**src/rtl/tpsram_check_reader.sv**
```systemverilog
// rtl/tpsram_check_reader.sv - TPSRAM_C0 read-side pattern checker with restart request
module tpsram_check_reader #(
   parameter int ADDR_W = 6,
   parameter int DATA_W = 8,
   parameter int DEPTH = 64,
   parameter logic [DATA_W-1:0] SEED = 8'hA5,
   parameter int RD_LATENCY = 1,
   parameter int ERR_THRESH = 1,
   parameter int RST_PULSE_CYC = 16
) (
   input  logic              CLK,
   input  logic              RESETn,
   input  logic              i_start,
   input  logic [DATA_W-1:0] i_TPSRAM_RD_sv,
   output logic [ADDR_W-1:0] o_TPSRAM_RADDR_sv,
   output logic              o_TPSRAM_REN,
   output logic              o_busy,
   output logic              o_done,
   output logic              o_pass,
   output logic [ADDR_W:0]   o_err_count,
   output logic [ADDR_W-1:0] o_first_err_addr,
   output logic              o_reset_n
);

   localparam int CW = $clog2(RST_PULSE_CYC) + 1;
   localparam logic [ADDR_W-1:0] LAST_ADDR = ADDR_W'(DEPTH - 1);
   localparam logic [ADDR_W:0] DEPTH_C = (ADDR_W + 1)'(DEPTH);
   localparam logic [ADDR_W:0] THRESH_C = (ADDR_W + 1)'(ERR_THRESH);

   typedef enum logic [2:0] {IDLE, READ, DRAIN, REPORT, RST_REQ} state_t;

   state_t state, state_nx;
   logic [ADDR_W-1:0] raddr;
   logic [CW-1:0] cnt;
   logic tag_v [RD_LATENCY];
   logic [ADDR_W-1:0] tag_a [RD_LATENCY];
   logic [ADDR_W:0] err_count, err_next;
   logic [ADDR_W-1:0] first_err;
   logic pass_q;
   logic reset_n_q;
   logic start_acc;
   logic mism;

   always_comb begin
      state_nx = state;
      unique case (state)
         IDLE:    if (i_start) state_nx = READ;
         READ:    if (raddr == LAST_ADDR) state_nx = DRAIN;
         DRAIN:   if (cnt == '0) state_nx = REPORT;
         REPORT:  state_nx = (err_count >= THRESH_C) ? RST_REQ : IDLE;
         RST_REQ: if (cnt == '0) state_nx = IDLE;
         default: state_nx = IDLE;
      endcase
   end

   // The oldest tag lines up with the read data returning for that address.
   always_comb begin
      start_acc = (state == IDLE) && i_start;
      mism = tag_v[RD_LATENCY-1] &&
             (i_TPSRAM_RD_sv != (DATA_W'(tag_a[RD_LATENCY-1]) ^ SEED));
      err_next = err_count;
      if (mism && (err_count != DEPTH_C)) err_next = err_count + 1'b1;
   end

   always_ff @(posedge CLK or negedge RESETn) begin
      if (!RESETn) begin
         state <= IDLE;
         raddr <= '0;
         cnt <= '0;
         for (int i = 0; i < RD_LATENCY; i++) begin
            tag_v[i] <= 1'b0;
            tag_a[i] <= '0;
         end
         err_count <= '0;
         first_err <= '0;
         pass_q <= 1'b0;
         reset_n_q <= 1'b1;
      end else begin
         state <= state_nx;
         tag_v[0] <= (state == READ);
         tag_a[0] <= raddr;
         for (int i = 1; i < RD_LATENCY; i++) begin
            tag_v[i] <= tag_v[i-1];
            tag_a[i] <= tag_a[i-1];
         end

         if (start_acc) begin
            raddr <= '0;
            err_count <= '0;
            first_err <= '0;
            pass_q <= 1'b0;
         end else begin
            if (state == READ && raddr != LAST_ADDR) raddr <= raddr + 1'b1;
            err_count <= err_next;
            if (mism && err_count == '0) first_err <= tag_a[RD_LATENCY-1];
            // err_next includes the final compare that lands on this same edge.
            if (state == DRAIN && state_nx == REPORT) pass_q <= (err_next == '0);
         end

         if (state == READ && state_nx == DRAIN) cnt <= CW'(RD_LATENCY - 1);
         else if (state == REPORT && state_nx == RST_REQ) cnt <= CW'(RST_PULSE_CYC - 1);
         else if (cnt != '0) cnt <= cnt - 1'b1;

         reset_n_q <= (state_nx != RST_REQ);
      end
   end

   assign o_TPSRAM_RADDR_sv = raddr;
   assign o_TPSRAM_REN = (state == READ);
   assign o_busy = (state != IDLE);
   assign o_done = (state == REPORT);
   assign o_pass = pass_q;
   assign o_err_count = err_count;
   assign o_first_err_addr = first_err;
   assign o_reset_n = reset_n_q;

endmodule
```
**config.mk**
```make
export PLATFORM = sky130hd
export DESIGN_NAME = tpsram_check_reader
export DESIGN_NICKNAME = d
export VERILOG_FILES = /design/src/rtl/tpsram_check_reader.sv
export SDC_FILE = /design/constraint.sdc
export NUM_CORES = 1
export LEC_CHECK = 0
export CORE_UTILIZATION = 53
export CTS_BUF_LIST = sky130_fd_sc_hd__clkbuf_2
export DETAILED_ROUTE_END_ITERATION = 7
export GPL_TIMING_DRIVEN = 0
export PLACE_DENSITY = 0.78
export SLEW_MARGIN = 20
export SYNTH_ARGS = -nofsm -noshare
export SYNTH_HDL_FRONTEND = slang
export SYNTH_SLANG_ARGS = --single-unit
```
**constraint.sdc**
```tcl
create_clock -name CLK -period 3.2 [get_ports CLK]
set_input_delay 0.8 -clock CLK [delete_from_list [all_inputs] [get_ports CLK]]
set_output_delay 0.8 -clock CLK [all_outputs]
set_load 0.02 [all_outputs]
```
# [After elaboration in Yosys (flattened, before gate mapping)]
# Index checks and enable logic that the tools add are counted.
[word_totals] out_inout_bits=24 elab_cells=61 reg_bits=36
[op_classes] bitwise_logic=1 magnitude_cmp=1 n_eq_ne=12 mux=17 addsub=3 n_reduce_logical=18
[ops] operator="6-bit 2-to-1 mux" count=4
[ops] operator="3-bit 2-to-1 mux" count=5
[ops] operator="5-bit 2-to-1 mux" count=3
[ops] operator="3-bit one-hot mux with 5 select lines" count=1
[ops] operator="7-bit logical NOT" count=2
[ops] operator="7-bit 2-to-1 mux" count=2
[ops] operator="3-bit by 2-bit equality test with 1-bit output, second input constant" count=4
[ops] operator="1-bit logical AND" count=8
[ops] operator="8-bit != test" count=1
[ops] operator="7-bit by 1-bit adder with 7-bit output, second input constant" count=1
[ops] operator="7-bit by 1-bit greater-or-equal comparator with 1-bit output, second input constant" count=1
[ops] operator="7-bit != test, second input constant" count=1
[ops] operator="6-bit by 1-bit adder with 6-bit output, second input constant" count=1
[ops] operator="3-bit equality test, second input constant" count=2
[ops] operator="6-bit equality test, second input constant" count=1
[ops] operator="6-bit != test, second input constant" count=1
[ops] operator="2-bit nonzero test" count=3
[ops] operator="3-bit nonzero test" count=2
[ops] operator="5-bit logical NOT" count=1
[ops] operator="5-bit nonzero test" count=1
[ops] operator="5-bit by 1-bit subtractor with 5-bit output, second input constant" count=1
[ops] operator="3-bit NOT with 4-bit output" count=1
[ops] operator="3-bit by 1-bit equality test with 1-bit output, second input constant" count=1
[ops] operator="3-bit logical NOT" count=1
[ops] operator="2 further kinds" count=3

# [Depth between registers and ports, before layout]
# Gate-level depths: netlist of run 1.
[depth] word_depth=8 depth_mapped=7

# [Worst setup path before layout of run 1]
# No wires, ideal clock.
[synth_timing] path_kind="input to register" startpoint="input port i_TPSRAM_RD_sv[0]" endpoint="register pass_q, in the netlist o_pass" path_stages=5 path_buffers=0 slack_ps=1276 required_ps=3096 setup_time_ps=104 t_arrival_ps=1821 cell_sequence="xor2_1 > and3_1 > a21oi_1 > mux2i_1 > o41ai_2"
[synth_between] elab_chain_cells=7
[synth_rtl] item="from (decl)" line_no="14" rtl="input logic [DATA_W-1:0] i_TPSRAM_RD_sv,"
[synth_rtl] item="8-bit != test" line_no="60" rtl="(i_TPSRAM_RD_sv != (DATA_W'(tag_a[RD_LATENCY-1]) ^ SEED));"
[synth_rtl] item="1-bit logical AND" line_no="59" rtl="mism = tag_v[RD_LATENCY-1] &&"
[synth_rtl] item="1-bit logical AND" line_no="62" rtl="if (mism && (err_count != DEPTH_C)) err_next = err_count + 1'b1;"
[synth_rtl] item="7-bit 2-to-1 mux" line_no="62"
[synth_rtl] item="7-bit logical NOT" line_no="97" rtl="if (state == DRAIN && state_nx == REPORT) pass_q <= (err_next == '0);"
[synth_rtl] item="1-bit 2-to-1 mux" line_no="97"
[synth_rtl] item="1-bit 2-to-1 mux" line_no="87" rtl="if (start_acc) begin"
[synth_rtl] item="to (signal assigned)" line_no="97"
[synth_rtl] item="to (decl)" line_no="39" rtl="logic pass_q;"
# No other way between the ends. The select of a mux whose other input is x is not followed.
# A chain may end at the register's enable or synchronous reset.

# [Worst setup path in the final report of run 1]
[layout_timing] startpoint="register state[2]" endpoint="output port o_TPSRAM_REN"
[layout_between] elab_chain_cells=1
[layout_rtl] item="from (decl)" line_no="32" rtl="state_t state, state_nx;"
[layout_rtl] item="from (signal assigned)" line_no="79" rtl="state <= state_nx;"
[layout_rtl] item="3-bit by 1-bit equality test with 1-bit output" line_no="109" rtl="assign o_TPSRAM_REN = (state == READ);"
[layout_rtl] item="to (decl)" line_no="16" rtl="output logic o_TPSRAM_REN,"
# No other way between the ends.

==> results.env, run 1 <==
OUTCOME='finished, final reports clean'
CTS_MAX_PATH_BUFFERS=2
DRT_FIRST_ITER_VIOLATIONS=74
FP-ROW-COUNT=21
DIE_H_UM=61.83
FINAL_MIN_PERIOD_OVER_CLOCK_PERIOD=0.8501
HOLD_VIOL=0
REQUIRED_PS=2400
FINALSETUPVIOLATIONS=0
WORST-SLEW-PIN-TRANSITION_PS=764.1
YS_SEQ_AREA_FRAC=0.4756
SYN-MEAN-INSTANCE-AREA_UM2=10.25
FINISH.NET_COUNT=244
FIN_TNS_SETUP_PS=0
SYNTH_LARGEST_AREA_CELL='dfrtp_1'
CTS_SETUP_BUFFERS=0
SYNTHESIS.AREA_UM2=1897
CHIPWIDTH_UM=61.83
FINAL_PERIOD_MINUS_WORST_SETUP_SLACK_PS=2720
MAXIMUM_NUMBER_OF_PINS_ON_ONE_NET_BEFORE_GLOBAL_ROUTE_REPAIR=34
TRITONCTS_NUM_SINKS=36
CORE_AREA_UM2=3390
WORSTSETUPSTARTPOINTTYPE='flop'
SYNTH-MAIN-FF-CELL='dfrtp_1'
WORST_CLOCK_SKEW_ON_THE_FINAL_LAYOUT_PS=29.39
CRIT_PATH_END_KIND='output port'
VIAS=1470
CTS.HOLD.BUFFERS_ADDED=0
WORSTHOLDPATHTYPE='in -> async'
POSTSYNTHCELLCOUNT=185
PLACE.PORT_BUFFERS=34
FILL_CELLS=259
GRT_REMAINING_OVERFLOW=0
SYNTH-EDFF-COUNT=0
TIMING.CRITICAL_PATH.ARRIVAL_PS=1920
GRT_PASS1_VIAS=1437
WORSTPATHMAXFANOUT=6
INSERTEDDIODECOUNT=0
GP_ROUTABILITY_CONGESTION=0.8833
ROUTED_WIRE_LENGTH_PER_INSTANCE_UM=14.38
SYNTH_TOP_CELL_AREA_SHARE=0.4617
TIMING.SLEW.HEADROOM=0.4867
HPWL_UM=3001
YOSYS-TOP-CELLS-AREA='dfrtp_1 (46%), mux2i_1 (5.8%), nor2_1 (5.3%), xor2_1 (4.6%), xnor2_1 (4.2%)'
DRTPASS1ITERATIONS=4
YOSYS_WARNING_TOTAL=0
FINAL_MAX_SLEW_VIOL_COUNT=0
WORST_IR_DROP_VDD_V=0.0005173
POSTCTSRESIZEDCELLS=0
TIMING_WORST_SETUP_PATH_TYPE='reg -> out'
WORST_SETUP_HOLD_PATH_CLK_SLEW_PS=190
CTS_TREE='done'
CLK_ROOT_BUFFER_CELL='clkbuf_2'
VIAS_PER_CELL=5.365
OVERALL_FRACTION_OF_GLOBAL_ROUTE_TRACKS_IN_USE=0.2333
GRT_ANTENNA_BEFORE_REPAIR=0
DRT.ANTENNA.VIOLATING_NETS=0
CELLLEAKAGEPOWER_nW=1.089
POST_ROUTE_CELLS_DRIVE_ABOVE_1_SHARE=0.1009
SYNTH.FF_LATCH_COUNT=36
FRACTION_OF_SYNTHESIS_FLOPS_USING_AN_ASYNCHRONOUS_SET_OR_RESET_PIN=1.000
TIMING.FMAX_MHz=367.6
DPL_WORST_SLACK_PS=695.8
CTS_MAX_LEVEL=2
POWER_DENSITY_nW_PER_UM2=918.8
WIRE_LENGTH_OF_THE_FIRST_GLOBAL_ROUTING_PASS_UM=6279
NETLIST-CELL-TYPE-COUNT=45
DRC_ERRORS=0
INITIAL_CORE_UTIL=0.5596
POST-ROUTE-WORST-SETUP-SLACK_PS=479.7
CTS_INSERTED_BUFFERS=5
DIE_AREA_UM2=3822
MAPPEDNETLISTNETS=202
DRT_WL_TOTAL_UM=3939
MAXCAPVIOLATIONS=0
GRT_SETUP_UNREPAIRED='no'
AREA_GROWTH_SYNTH_TO_FINISH_PCT=23.75
CLKLATENCYLATEPIN_PS=380
BOUNDARYPINS=35
==> where the power goes <==
group | switching [mW] | internal, mW | total, mW
Clock | 0.142 | 0.0527 | 0.195
Sequential | 0.186 | 0.634 | 0.820
Combinational | 0.613 | 0.529 | 1.14
Total | 0.941 | 1.22 | 2.16
==> final cells by class <==
type / count / area, µm² / area share
multi-input cells: 136 / 937.1 / 0.3993
flip-flops and latches: 36 / 902.1 / 0.3843
repair buffers: 35 / 355.3 / 0.1514
well taps: 46 / 57.56 / 0.02452
clock buffers: 6 / 30.03 / 0.01279
inverters: 8 / 30.03 / 0.01279
plain buffers: 5 / 27.53 / 0.01173
clock inverters: 2 / 7.507 / 0.003198
==> synthesized netlist by cell type (2+ instances only) <==
master / count
dfrtp_1: 35
nor2_1: 27
nand2_1: 13
mux2i_1: 11
a21oi_1: 10
xor2_1: 10
xnor2_1: 9
ha_1: 6
inv_1: 5
and2_1: 4
nand3_1: 4
nand4_1: 4
or3_1: 4
and3_1: 3
clkbuf_1: 3
nor3_1: 3
inv_2: 2
nand3b_1: 2
nor2b_1: 2
o211ai_1: 2
o21ai_0: 2
==> per-layer routing <==
| metal | vias to the layer above | wire, µm | track usage |
|---|---|---|---|
| li1 | 717 | - | - |
| met1 | 708 | 1730 | 0.2794 |
| met2 | 41 | 2024 | 0.4117 |
| met3 | 4 | 160 | 0.05797 |
| met4 | 0 | 23 | 0.07619 |
| met5 | - | 0 | 0 |
==> stage by stage <==
stage | cells | instance area, µm² | power [mW] | util | hold slack [ps]
2_1_floorplan | 185 | 1897 | 1.556 | - | 504.4
3_3_place_gp | 265 | 2295 | 1.911 | 0.6770 | 442.8
3_5_place_dp | 266 | 2310 | 1.965 | 0.6814 | 445.7
4_1_cts | 274 | 2347 | 2.164 | 0.6925 | 179.6
5_1_grt | 274 | 2347 | 2.321 | 0.6925 | 161.1
6_report | 274 | 2347 | 2.157 | 0.6925 | 190.2
==> state kept, by name, indices dropped and copies added, names as in the netlist <==
signal,cells
o_err_count,7
o_TPSRAM_RADDR_sv,6
o_first_err_addr,6
tag_a,6
cnt,5
state,3
o_pass,1
o_reset_n,1
tag_v,1
==> layout by cell type (no fill, tap or decap), types with 3 or more instances in the layout <==
cell type        netlist  layout
clkinv_1               1       3
nand4_1                4       4
or3_1                  4       4
mux2i_1               11      11
a21oi_1               10      10
nand2_1               13      13
nor2_1                27      27
xor2_1                10      10
ha_1                   6       6
inv_1                  5       5
clkdlybuf4s50_1        0      33
and2_1                 4       4
clkbuf_1               3       3
nand3_1                4       4
dfrtp_1               35      35
nor3_1                 3       3
clkbuf_2               0       6
and3_1                 3       3
xnor2_1                9       9
==> critical path: stages, from the launching register on <==
cell and delay (ps):
dfrtp_1 470, nor3b_2 390, clkdlybuf4s50_1 680
==> cell families (layout without fill, tap and decap cells) <==
kind of cell | after synthesis | count (layout) | synth area share
AO/OA/AOI/OAI | 26 | 26 | 0.1089
XOR/XNOR | 19 | 19 | 0.08773
adder cells (fa/ha/maj) | 6 | 6 | 0.03958
buffers and inverters | 13 | 56 | 0.03034
flip-flops | 36 | 36 | 0.4756
multiplexers | 11 | 11 | 0.05805
AND/OR/NAND/NOR | 74 | 74 | 0.1999
==> path summary, 6_finish.rpt <==
path | startpoint | endpoint | slack (ps) | cells past startpoint
max | state[2]$_DFF_PN0_ | o_TPSRAM_REN | 480 | 2
min | RESETn | o_err_count[0]$_DFF_PN0_ | 190 | 1
max reg2reg | o_err_count[3]$_DFF_PN0_ | o_first_err_addr[0]$_DFFE_PN0P_ | 1280 | 5
min reg2reg | o_TPSRAM_RADDR_sv[5]$_DFFE_PN0P_ | tag_a[5]$_DFF_PN0_ | 450 | 0
max in group asynchronous | RESETn | o_reset_n$_DFF_PN1_ | 2550 | 2
min in group CLK | o_TPSRAM_RADDR_sv[5]$_DFFE_PN0P_ | tag_a[5]$_DFF_PN0_ | 450 | 0
Power figures use the tool's default switching activity.
==> run 2, diff against run 1 <==
--- a/config.mk
+++ b/config.mk
@@ -5,6 +5,7 @@
 export SDC_FILE = /design/constraint.sdc
 export NUM_CORES = 1
 export LEC_CHECK = 0
+export CORE_MARGIN = 2
 export CORE_UTILIZATION = 53
 export CTS_BUF_LIST = sky130_fd_sc_hd__clkbuf_2
 export DETAILED_ROUTE_END_ITERATION = 7
==> run 2 against run 1 <==
  * Via count is 2.2% lower
  * Cell area stayed put
  * Final cell count stayed put
  * Total power is 0.58% lower
  * Die area is 6.6% higher
  * First-iteration DRC count is 78% higher
  * Register-to-register slack better by 40 ps
  * Worst hold slack better by 51 ps
  * Combinational power hardly changed
  * Clock skew is 8.1 ps lower
  * Clock-buffer cell count stayed put
  * Highest routed layer unchanged
==> results.env, run 2 (synthesized netlist as in run 1, its figures left out) <==
PATH_BUF_INV=1
LARGEST_REG_FLOPS=7
FINISH.NET_COUNT=244
CELLLEAKAGEPOWER_nW=1.089
SW_FRAC_OF_TOTAL=0.4338
WORSTPATHMAXFANOUT=6
TOTAL_POWER_mW=2.144
CRIT-REG2REG-CAPTURE='o_first_err_addr[1]$_DFFE_PN0P_'
CP-STARTPOINT='state[2]$_DFF_PN0_'
HOLD_VIOL=0
LAYOUT.CELLS.MOST_COMMON='dfrtp_1'
MAXIMUM_NUMBER_OF_PINS_ON_ONE_NET_BEFORE_GLOBAL_ROUTE_REPAIR=32
CRIT_CHAIN='nor3b_2 -> clkdlybuf4s50_1'
WORSTREG2REGSTART='o_err_count[3]$_DFF_PN0_'
CRITPATHTOPFAMILY='buffers and inverters'
CLKLATENCYLATEPIN_PS=350
DIE_AREA_UM2=4074
TIMING.SLEW.HEADROOM=0.5190
REG2REG_DEPTH=5
DRT_WL_TOTAL_UM=3811
FINAL_CELL_MIX='dfrtp_1 (35), clkdlybuf4s50_1 (33), nor2_1 (27), nand2_1 (13), mux2i_1 (11)'
CTS.HOLD.BUFFERS_ADDED=0
TIMING.CRITICAL_PATH.DEPTH=2
DRC_ERRORS=0
ENDPOINT='o_TPSRAM_REN'
FINAL_MIN_PERIOD_OVER_CLOCK_PERIOD=0.8460
FINAL_PERIOD_MINUS_WORST_SETUP_SLACK_PS=2707
POWER.SHARE.COMBINATIONAL=0.529
CTS_MAX_PATH_BUFFERS=2
BOUNDARYPINS=35
PLACE.PORT_BUFFERS=34
CTS_MAX_LEVEL=2
FIN_TNS_SETUP_PS=0
GRT_SETUP_UNREPAIRED='no'
HPWL_UM=2953
GRT_PASS1_VIAS=1520
INITIAL_CORE_UTIL=0.5596
FP-ROW-COUNT=21
DRTPASS1ITERATIONS=4
CTS_TREE='done'
AREA_GROWTH_SYNTH_TO_FINISH_PCT=23.75
TIMING.FMAX_MHz=369.4
DIE_H_UM=63.83
VIAS=1438
WORSTHOLDPATHTYPE='in -> async'
CHIPWIDTH_UM=63.83
MAXCAPVIOLATIONS=0
DRT.ANTENNA.VIOLATING_NETS=0
CTS_INSERTED_BUFFERS=5
ROUTED_WIRE_LENGTH_PER_INSTANCE_UM=13.91
WORST-SLEW-PIN-TRANSITION_PS=716.0
WIRE_LENGTH_OF_THE_FIRST_GLOBAL_ROUTING_PASS_UM=6755
GRT_ANTENNA_BEFORE_REPAIR=0
CORE_AREA_UM2=3390
OVERALL_FRACTION_OF_GLOBAL_ROUTE_TRACKS_IN_USE=0.2121
POSTCTSRESIZEDCELLS=0
WORSTSETUPSTARTPOINTTYPE='flop'
INTERNAL_POWER_mW=1.214
OUTCOME='finished, final reports clean'
SEQ_POWER_SHARE=0.382
FINAL_MAX_SLEW_VIOL_COUNT=0
WORST_CLOCK_SKEW_ON_THE_FINAL_LAYOUT_PS=21.28
CRIT_PATH_END_KIND='output port'
CRIT_PATH_MAX_INCR_DELAY_PS=690
CLK_ROOT_BUFFER_CELL='clkbuf_2'
WORST_IR_DROP_VDD_V=0.0004979
POWER_SWITCHING_mW=0.9301
CTS_SETUP_BUFFERS=0
GRT_REMAINING_OVERFLOW=0
TIMING.REG2REG.SETUP_SLACK_PS=1320
GP_ROUTABILITY_CONGESTION=0.8528
TRITONCTS_NUM_SINKS=36
FINALSETUPVIOLATIONS=0
POST_ROUTE_CELLS_DRIVE_ABOVE_1_SHARE=0.1009
REQUIRED_PS=2400
DRT_FIRST_ITER_VIOLATIONS=132
TIMING.CRITICAL_PATH.ARRIVAL_PS=1910
TIMING_WORST_SETUP_PATH_TYPE='reg -> out'
CPMAXSTAGEDELAYCELL='clkdlybuf4s50_1'
VIAS_PER_CELL=5.248
POWER_DENSITY_nW_PER_UM2=913.5
WORST_SETUP_HOLD_PATH_CLK_SLEW_PS=180
POWER_FRAC_CLOCK=0.089
INSERTEDDIODECOUNT=0
run 2: cell counts in the layout (fill, tap and decap cells not counted):
No cell type changed its count.
run 2: how the worst min path moves through the flow:
stage	endpoint	slack, ps
floorplan	cnt[0]$_DFFE_PN0P_	500
global placement	tag_a[1]$_DFF_PN0_	440
detailed placement	tag_a[5]$_DFF_PN0_	430
CTS	o_err_count[4]$_DFF_PN0_	220
global route	o_err_count[4]$_DFF_PN0_	200
finish	o_err_count[4]$_DFF_PN0_	240
run 2: area by class of cell:
cell class	instances	area (µm²)
fill	267	1042
buffer	5	27.53
timing repair buffer	35	355.3
clock inverter	2	7.507
inverter	8	30.03
sequential	36	902.1
tap	46	57.56
clock buffer	6	30.03
multi-input combinational	136	937.1
run 2: metal layers:
metal | vias up | part of all wire | global-route usage | wire (µm)
met4 | 0 | 0.0039 | 0.04076 | 15
met5 | - | 0 | 0 | 0
li1 | 716 | - | - | -
met2 | 20 | 0.52 | 0.3854 | 1975
met3 | 2 | 0.028 | 0.04930 | 106
met1 | 700 | 0.45 | 0.2558 | 1713
run 2: per-stage QoR:
| stage | instances | utilization | hold WS, ps | instance area, µm² | setup WS [ps] |
|---|---|---|---|---|---|
| final | 274 | 0.6925 | 241.0 | 2347 | 492.9 |
| after global routing | 274 | 0.6925 | 196.0 | 2347 | 371.8 |
| after CTS | 274 | 0.6925 | 217.7 | 2347 | 463.4 |
| after detailed placement | 266 | 0.6814 | 432.7 | 2310 | 651.8 |
| after global placement | 265 | 0.6770 | 441.5 | 2295 | 578.6 |
| after floorplan | 185 | - | 504.4 | 1897 | 1276 |
run 2: power by group through the flow:
stage	sequential, mW	clock (mW)	combinational, mW
after global routing	0.849	0.219	1.26
after detailed placement	0.827	0	1.14
after CTS	0.818	0.199	1.14
after floorplan	0.906	0	0.650
final	0.819	0.191	1.13
after global placement	0.815	0	1.10
==> run 3, diff against run 2 <==
--- a/config.mk
+++ b/config.mk
@@ -6,11 +6,11 @@
 export NUM_CORES = 1
 export LEC_CHECK = 0
 export CORE_MARGIN = 2
-export CORE_UTILIZATION = 53
+export CORE_UTILIZATION = 49
 export CTS_BUF_LIST = sky130_fd_sc_hd__clkbuf_2
 export DETAILED_ROUTE_END_ITERATION = 7
 export GPL_TIMING_DRIVEN = 0
-export PLACE_DENSITY = 0.78
+export PLACE_DENSITY = 0.76
 export SLEW_MARGIN = 20
 export SYNTH_ARGS = -nofsm -noshare
 export SYNTH_HDL_FRONTEND = slang
==> constraint.sdc (replaced) <==
create_clock -name CLK -period 2.4 [get_ports CLK]
set_input_delay 0.6 -clock CLK [delete_from_list [all_inputs] [get_ports CLK]]
set_output_delay 0.6 -clock CLK [all_outputs]
set_load 0.02 [all_outputs]
==> run 3 against run 2 <==
  * Wire length down 3.0%
  * Critical path depth unchanged
  * Register-to-register slack lost 800 ps
==> results.env, run 3 (synthesized netlist as in run 1, its figures left out) <==
CTS_MAX_PATH_BUFFERS=2
ROUTED_WIRE_LENGTH_PER_INSTANCE_UM=13.35
TIMING.SLEW.HEADROOM=0.5066
CTS_INSERTED_BUFFERS=5
FP-ROW-COUNT=22
CELLLEAKAGEPOWER_nW=1.105
CRIT_PATH_END_KIND='output port'
FILL_CELLS=305
GRT_REMAINING_OVERFLOW=0
FINALSETUPVIOLATIONS=0
WORSTPATHMAXFANOUT=6
HPWL_UM=2748
GRT_PASS1_VIAS=1367
TIMING.CRITICAL_PATH.ARRIVAL_PS=1620
DRT.ANTENNA.VIOLATING_NETS=0
WORSTREG2REGSTART='o_err_count[3]$_DFF_PN0_'
HOLD_VIOL=0
TIMING.FMAX_MHz=449.8
FINAL_MAX_SLEW_VIOL_COUNT=0
WIRE_LENGTH_OF_THE_FIRST_GLOBAL_ROUTING_PASS_UM=6348
DRC_ERRORS=0
TIMING_WORST_SETUP_PATH_TYPE='reg -> out'
MAXIMUM_NUMBER_OF_PINS_ON_ONE_NET_BEFORE_GLOBAL_ROUTE_REPAIR=28
LAYOUT.CELLS.MOST_COMMON='dfrtp_1'
VIAS_PER_CELL=5.087
DRT_WL_TOTAL_UM=3698
TRITONCTS_NUM_SINKS=36
OUTCOME='finished, final reports clean'
DPL_WORST_SLACK_PS=52.31
WORST_CLOCK_SKEW_ON_THE_FINAL_LAYOUT_PS=18.03
REQUIRED_PS=1800
FINAL_DESIGN_AREA_NO_FILL_UM2=2369
CTS_SETUP_BUFFERS=0
WORST-SLEW-PIN-TRANSITION_PS=734.4
AREA_GROWTH_SYNTH_TO_FINISH_PCT=24.87
POST_ROUTE_CELLS_DRIVE_ABOVE_1_SHARE=0.1092
FINAL_MIN_PERIOD_OVER_CLOCK_PERIOD=0.9263
CHIPWIDTH_UM=66.22
CTS_MAX_LEVEL=2
INITIAL_CORE_UTIL=0.5142
DIE_H_UM=66.22
WORST_SETUP_HOLD_PATH_CLK_SLEW_PS=180
DRT_FIRST_ITER_VIOLATIONS=114
WORSTSETUPSTARTPOINTTYPE='flop'
FINAL_CELL_MIX='dfrtp_1 (35), clkdlybuf4s50_1 (30), nor2_1 (27), nand2_1 (13), mux2i_1 (11)'
BOUNDARYPINS=35
GRT_ANTENNA_BEFORE_REPAIR=0
REG2REG_DEPTH=5
MAXCAPVIOLATIONS=0
FINISH.NET_COUNT=245
GRT_SETUP_UNREPAIRED='no'
MIN_FROM='o_TPSRAM_RADDR_sv[1]$_DFFE_PN0P_'
HOLD_PATH_DEPTH=0
CTS_TREE='done'
VIAS=1409
WORST_HOLD_PATH.ENDPOINT='tag_a[1]$_DFF_PN0_'
POST-ROUTE-WORST-SETUP-SLACK_PS=176.9
CLK_ROOT_BUFFER_CELL='clkbuf_2'
POWER_DENSITY_nW_PER_UM2=1206
OVERALL_FRACTION_OF_GLOBAL_ROUTE_TRACKS_IN_USE=0.1954
CRIT-REG2REG-CAPTURE='o_first_err_addr[4]$_DFFE_PN0P_'
WHS_PS=475.9
FINALCOREUTILIZATION=0.6421
PLACED_CELL_AREA_UM2=2312
CORE_AREA_UM2=3689
DIE_AREA_UM2=4384
INSERTEDDIODECOUNT=0
WORST_IR_DROP_VDD_V=0.0006726
WORSTHOLDPATHTYPE='reg -> reg'
FINAL_PERIOD_MINUS_WORST_SETUP_SLACK_PS=2223
TIMING.REG2REG.SETUP_SLACK_PS=520
DRTPASS1ITERATIONS=4
CLKLATENCYLATEPIN_PS=390
PLACE.PORT_BUFFERS=34
GP_ROUTABILITY_CONGESTION=0.8584
LARGEST_REG_FLOPS=7
TOTAL_POWER_mW=2.857
==> run 3: cell types whose count changed in the layout (fill, tap and decap cells not counted), sizes merged <==
cell | previous run | this run
clkdlybuf4s50 | 33 | 30
dlygate4sd2 | 0 | 3
clkbuf | 9 | 10
clkinv | 3 | 2
dlygate4sd3 | 0 | 1
==> run 3: area by class of cell <==
| cell class | count | area [µm²] | share of cell area |
|---|---|---|---|
| clock inverter | 1 | 8.758 | 0.003698 |
| buffer | 5 | 27.53 | 0.01162 |
| timing repair buffer | 36 | 361.6 | 0.1527 |
| clock buffer | 7 | 35.03 | 0.01479 |
| inverter | 8 | 30.03 | 0.01268 |
| tap | 48 | 60.06 | 0.02536 |
| multi-input combinational | 136 | 943.4 | 0.3983 |
| sequential | 36 | 902.1 | 0.3809 |
==> run 3: metal layers <==
| metal | global-route usage | vias up | wire length [µm] |
|---|---|---|---|
| met3 | 0.06133 | 7 | 125 |
| met5 | 0 | - | 0 |
| met1 | 0.2629 | 661 | 1772 |
| met4 | 0.05612 | 0 | 46 |
| met2 | 0.3025 | 22 | 1753 |
| li1 | - | 719 | - |
==> run 3: repair_timing <==
item | 4_1_cts | 5_1_grt
resized for setup | 4 | 0
setup endpoints to repair | 3 | 0
hold buffers | 0 | 1
endpoints found under the hold margin | 0 | 1
==> run 3: through the flow <==
| stage | setup TNS (ps) | std cells |
|---|---|---|
| final | 0 | 277 |
| after global routing | 0 | 277 |
| after CTS | 0 | 276 |
| after detailed placement | 0 | 268 |
| after global placement | -1246 | 267 |
| after floorplan | 0 | 185 |
==> run 3: critical path: stages (launching register included) <==
cell and delay, ps:
dfrtp_1 490, or3_1 420, dlygate4sd2_1 330
==> run 3: where the power goes <==
part | internal (mW) | total [mW] | leakage [nW] | switching (mW)
Combinational | 0.701 | 1.48 | 0.615 | 0.781
Clock | 0.0830 | 0.286 | 0.0332 | 0.203
Sequential | 0.844 | 1.09 | 0.457 | 0.244
Total | 1.63 | 2.86 | 1.11 | 1.23
==> run 3: worst max path at each step <==
stage	from	end	depth (start not counted)
global route	state[2]$_DFF_PN0_	o_busy	2
global placement	RESETn	cnt[4]$_DFFE_PN0P_	1
detailed placement	i_TPSRAM_RD_sv[5]	o_first_err_addr[4]$_DFFE_PN0P_	6
CTS	state[2]$_DFF_PN0_	o_busy	2
floorplan	o_err_count[4]$_DFF_PN0_	state[2]$_DFF_PN0_	5
finish	state[2]$_DFF_PN0_	o_busy	2
